<file path="src/rtl/nibble_serial_adder.sv">
// nibble_serial_adder: feeds a 4-bit adder slice one nibble per cycle,
// LSB first, chaining the carry through a register.
module nibble_serial_adder #(
   parameter int WIDTH = 16
) (
   input  logic             clk,
   input  logic             reset_n,
   input  logic             in_valid,
   output logic             in_ready,
   input  logic [WIDTH-1:0] a,
   input  logic [WIDTH-1:0] b,
   input  logic             cin,
   output logic [3:0]       add_a,
   output logic [3:0]       add_b,
   output logic             add_cin,
   input  logic [3:0]       add_s,
   input  logic             add_cout,
   output logic             out_valid,
   input  logic             out_ready,
   output logic [WIDTH-1:0] sum,
   output logic             cout,
   output logic             busy
);

   localparam int N  = WIDTH / 4;
   localparam int SW = (N > 1) ? $clog2(N) : 1;

   typedef enum logic [1:0] {
      IDLE,
      RUN,
      DONE
   } state_t;

   state_t           state;
   state_t           state_nx;
   logic [SW-1:0]    step;
   logic             last;
   logic             carry_r;
   logic [WIDTH-1:0] a_sh;
   logic [WIDTH-1:0] b_sh;
   logic [WIDTH-1:0] sum_sh;
   logic [WIDTH-1:0] sum_nx;

   assign last   = (step == SW'(N - 1));
   assign sum_nx = {add_s, sum_sh[WIDTH-1:4]};

   // State register
   always_ff @(posedge clk or negedge reset_n) begin
      if (!reset_n) begin
         state <= IDLE;
      end else begin
         state <= state_nx;
      end
   end

   // Next state and state-decoded outputs
   always_comb begin
      state_nx  = state;
      in_ready  = 1'b0;
      out_valid = 1'b0;
      busy      = 1'b0;
      add_a     = 4'h0;
      add_b     = 4'h0;
      add_cin   = 1'b0;
      case (state)
         IDLE: begin
            in_ready = 1'b1;
            if (in_valid) begin
               state_nx = RUN;
            end
         end
         RUN: begin
            busy    = 1'b1;
            add_a   = a_sh[3:0];
            add_b   = b_sh[3:0];
            add_cin = carry_r;
            if (last) begin
               state_nx = DONE;
            end
         end
         DONE: begin
            busy      = 1'b1;
            out_valid = 1'b1;
            if (out_ready) begin
               state_nx = IDLE;
            end
         end
         default: state_nx = IDLE;
      endcase
   end

   // Operand shifters, carry chain, step count and result capture
   always_ff @(posedge clk or negedge reset_n) begin
      if (!reset_n) begin
         a_sh    <= '0;
         b_sh    <= '0;
         sum_sh  <= '0;
         carry_r <= 1'b0;
         step    <= '0;
         sum     <= '0;
         cout    <= 1'b0;
      end else begin
         case (state)
            IDLE: begin
               if (in_valid) begin
                  a_sh    <= a;
                  b_sh    <= b;
                  carry_r <= cin;
                  step    <= '0;
               end
            end
            RUN: begin
               sum_sh  <= sum_nx;
               a_sh    <= {4'h0, a_sh[WIDTH-1:4]};
               b_sh    <= {4'h0, b_sh[WIDTH-1:4]};
               carry_r <= add_cout;
               step    <= step + 1'b1;
               if (last) begin
                  sum  <= sum_nx;
                  cout <= add_cout;
               end
            end
            default: begin
            end
         endcase
      end
   end

endmodule

</file>
<file path="config.mk">
export PLATFORM = sky130hd
export DESIGN_NAME = nibble_serial_adder
export DESIGN_NICKNAME = d
export VERILOG_FILES = /design/src/rtl/nibble_serial_adder.sv
export SDC_FILE = /design/constraint.sdc
export NUM_CORES = 1
export LEC_CHECK = 0
export BUFFER_PORTS_ARGS = -buffer_cell sky130_fd_sc_hd__buf_2
export CORE_MARGIN = 5
export CORE_UTILIZATION = 45
export DETAILED_ROUTE_END_ITERATION = 6
export PLACE_DENSITY = 0.71
export SETUP_SLACK_MARGIN = 0.05
export SYNTH_ARGS = -nofsm -noshare
export SYNTH_HDL_FRONTEND = slang
export SYNTH_SLANG_ARGS = --single-unit
</file>
<file path="constraint.sdc">
create_clock -name clk -period 1.4 [get_ports clk]
set_input_delay 0.21 -clock clk [delete_from_list [all_inputs] [get_ports clk]]
set_output_delay 0.21 -clock clk [all_outputs]
set_load 0.05 [all_outputs]
</file>
# After elaboration in Yosys (flattened, before gate mapping)
# Cells that the tools add are included.
# classes
n_addsub,1
eq_ne,6
muxes,18
n_reduce_logical,6
# op_table
cell,n
$pmux 16 s2,2
$mux 16,2
$mux 2,4
$mux 4,2
$ne 2x2->1 const B,3
$pmux 2 s3,1
$mux 1,5
$eq 2x2->1 const B,2
$pmux 2 s2,1
$reduce_and 2->1,2
$reduce_and 3->1,1
$add 2x1->2 const B,1
$eq 2x1->1 const B,1
$logic_not 2->1,1
$pmux 1 s2,1
$reduce_bool 2->1,1
$reduce_or 2->1,1
# word_totals
regBits,70
in_bits,42
wordCells,39

# Longest topological paths before layout
# logic_depth
word_depth,3
mapped_depth,6
mapped_depth_nobuf,5

# Least setup slack after synthesis
# No wires, ideal clock.
# synth_timing
kind,register -> register
start,register state[0]
end,register step[0]
t_arrival_ns,1.781
path_slack_ns,-0.473
stages_incl_launch_ff,7
synth_period_minus_slack_ns,1.873
cell_sequence,dfrtp_1 inv_1 ha_1 mux2i_4 buf_2 nand2_1 o31ai_2
# synth_between
elab_chain_len,3
word_cells_on_any_way,6
cone_classes,eq/ne: 2; mux: 1; reduce/logical: 3
# synth_rtl
element,line,source
"start, declared",34,state_t state;
"start signal, assigned",52,state <= state_nx;
$eq 2x1->1 or $logic_not 2->1 (tied branches),103,case (state)
$reduce_bool 2->1 (no source line) or $ne 2x2->1 (tied branches),n/a,
$reduce_and 2->1 (no source line),n/a,
"end signal, assigned",117,step <= step + 1'b1;
"end, declared",36,logic [SW-1:0] step;
# Several ways; a longest one is shown, not always the timed one.
# A chain may end at the register's enable or synchronous reset.

# Worst setup path after layout
# layout_timing
start,register state[1]
end,output add_cin
# layout_between
elab_chain_len,2
# layout_rtl
element,line,source
$eq 2x1->1,65,case (state)
$mux 1,65,
"end, declared",15,"output logic add_cin,"
# No other way between the ends.

==> results.json <==
{
  "post-route-period-util_pct": 117.4,
  "path_max_fanout": 6,
  "slew_headroom_pct": 73.70,
  "dp_hpwl_mm": 4.384,
  "p_per_area_nw_per_um2": 3082,
  "start_util_pct": 46.85,
  "synth_nets": 283,
  "fp.dieH_um": 91.78,
  "dp_cells": 391,
  "viasPerCell": 5.230,
  "grtUsageTotal_pct": 17.25,
  "fin_cells": 435,
  "startpoint_type": "register",
  "drt-initial-drc-count": 56,
  "syn_inst": 237,
  "async_reset_ff_share_pct": 100.0,
  "wl_per_cell_um": 18.91,
  "r2r_start": "state[0]",
  "holdPathEnd": "sum_sh[15]",
  "finalSetupViolations": 77,
  "num_io_pins": 71,
  "status": "finished with violations",
  "clkTransAtPathRegs_ns": 0.08,
  "dpl_cell_area_um2": 3632,
  "min_path_cells": 2,
  "yosysMostFrequentCell": "dfrtp_1",
  "synth-seq-area-share_pct": 54.89,
  "rsz0062_at_grt": "true",
  "cts_buffers": 9,
  "grt_max_degree": 50,
  "finalCriticalPeriod_ns": 1.644,
  "drtPass1Iterations": 4,
  "rrSetupSlack_ns": -0.23,
  "antennaDiodeCount": 0,
  "grt_pass1_vias": 2283,
  "synth_top_area_share_pct": 54.89,
  "place_congestion": 0.7514,
  "core_um2": 6422,
  "layout_setup_ws_ns": -0.2439,
  "fill_cells": 406,
  "synth-seq-cells": 66,
  "slew_violations": 0,
  "reg2regPathDepth": 8,
  "path_class": "reg2out",
  "yosys_warnings": 0,
  "cts_sinks": 66,
  "drc_errors": 0,
  "synth_flop_cell": "dfrtp_1",
  "synth_edf_count": 0,
  "gr-total-overflow": 0,
  "r2r_end": "b_sh[5]",
  "synth_commonest_cells": "dfrtp_1, nand2_1, o21ai_1",
  "clock.fmax_mhz": 608.3,
  "multi_input_area_um2": 1633,
  "synth.area.top_cells": "dfrtp_1, mux2i_1, mux2_2",
  "num_vias": 2275,
  "antenna_found_initial": 0,
  "tns_ns": -11.40,
  "portBuffers": 70,
  "finalHoldViolCount": 0,
  "area_growth_pct": 57.38,
  "cts_tree": "yes",
  "max_cap_violations": 0,
  "cp_data_arrival_time_ns": 1.43,
  "htreeDepth": 3,
  "synth.distinct_cells": 26,
  "synth_top_area_cell": "dfrtp_1",
  "min_from": "add_s[3]",
  "layout-drive-gt1-share_pct": 68.16,
  "fin_area_um2": 4736,
  "violations": "negative setup slack",
  "dieArea_um2": 8423,
  "antenna_left": 0,
  "total_leakage_power_nw": 2.279,
  "min_path_type": "in2reg",
  "fin_worst_skew_ns": 0.008848,
  "syn_area_per_cell_um2": 12.70,
  "die-width_um": 91.78,
  "root_buffer": "clkbuf_8",
  "clock_latency_ns": 0.34,
  "grt_pass1_wl_mm": 11.50,
  "tightest_slew_ns": 0.3944,
  "routed_wl_mm": 8.227,
  "row_count": 29,
  "end_kind": "primary output",
  "peakVddDrop_mv": 1.850,
  "regArea_um2": 1652,
  "cp_data_required_time_ns": 1.19,
  "final_nets": 399,
  "cts.path.max_buffers": 2,
  "netlist_area_um2": 3009,
  "total_power_w": 0.01460
}
## where the power goes
group | internal, W | switching, W
combinational | 0.00474 | 0.00472
sequential | 0.00282 | 0.000694
clock | 0.000870 | 0.000760
## cells in the final DEF (no fill, tap or decap), types with 11 or more instances in the layout
cell type  instances
mux2i_1           21
buf_4             15
dfrtp_1           66
buf_12            11
o21ai_1           13
mux2_4            19
buf_8             16
buf_2             58
buf_6             11
o21ai_2           19
nand2_4           16
## routing by layer
layer / vias up / global-route usage, % / routed length (µm)
met1: 1133 / 21.55 / 3427
li1: 1075 / - / -
met4: 0 / 7.797 / 156
met2: 53 / 28.79 / 4334
met3: 14 / 3.682 / 307
met5: - / 0 / 0
## cell type report
cell class                      count  area share [%]
Timing Repair Buffer              117           23.75
Inverter                            4          0.5548
Sequential cell                    66           34.87
Clock inverter                      6           1.400
Tap cell                           77           2.034
Clock buffer                       10           2.906
Multi-Input combinational cell    155           34.48
## metrics by stage
stage	hold WS [ns]	setup WS, ns	utilization (%)
after floorplan	-0.08559	-0.1208	-
after global placement	0.1071	-0.02902	56.56
after detailed placement	0.1125	-0.08120	56.56
after CTS	0.1007	-0.2379	65.52
after global routing	0.1034	-0.2953	73.74
final	0.1112	-0.2439	73.74
## worst max path at each step
stage / startpoint / to / slack (ns) / cells after the start
detailed placement: state[0] / a_sh[1] / -0.08 / 6
CTS: state[1] / add_cin / -0.24 / 5
floorplan: state[0] / step[0] / -0.12 / 6
global route: state[1] / add_cin / -0.30 / 5
finish: state[1] / add_cin / -0.24 / 5
global placement: state[0] / b_sh[11] / -0.03 / 6
## worst max-delay path, cell delays in order (launching register included)
cell and delay [ns]:
dfrtp_1 0.39, inv_2 0.08, ha_4 0.21, buf_12 0.14, and2_4 0.14, buf_8 0.14
## flip-flops by register name (all words and copies together) (netlist names)
register,count
cout,1
state,2
step,2
sum,16
a_sh,16
sum_sh,12
carry_r,1
b_sh,16
## cells by family after synthesis
kind of cell / Yosys count / share of synthesized area (%)
flip-flops: 66 / 54.89
multiplexers: 55 / 21.16
AND/OR/NAND/NOR: 48 / 7.443
AO/OA/AOI/OAI: 46 / 9.605
buffers and inverters: 18 / 5.239
adder cells (fa/ha/maj): 4 / 1.663
## timing repair
action | CTS | global route
pin swaps | 10 | 18
endpoints found under the hold margin | 8 | 0
cloned | 3 | 7
hold buffers | 1 | 0
resized for setup | 61 | 80
setup buffers | 10 | 7
endpoints found under the setup margin | 68 | 78
(Power assumes the default switching activity.)
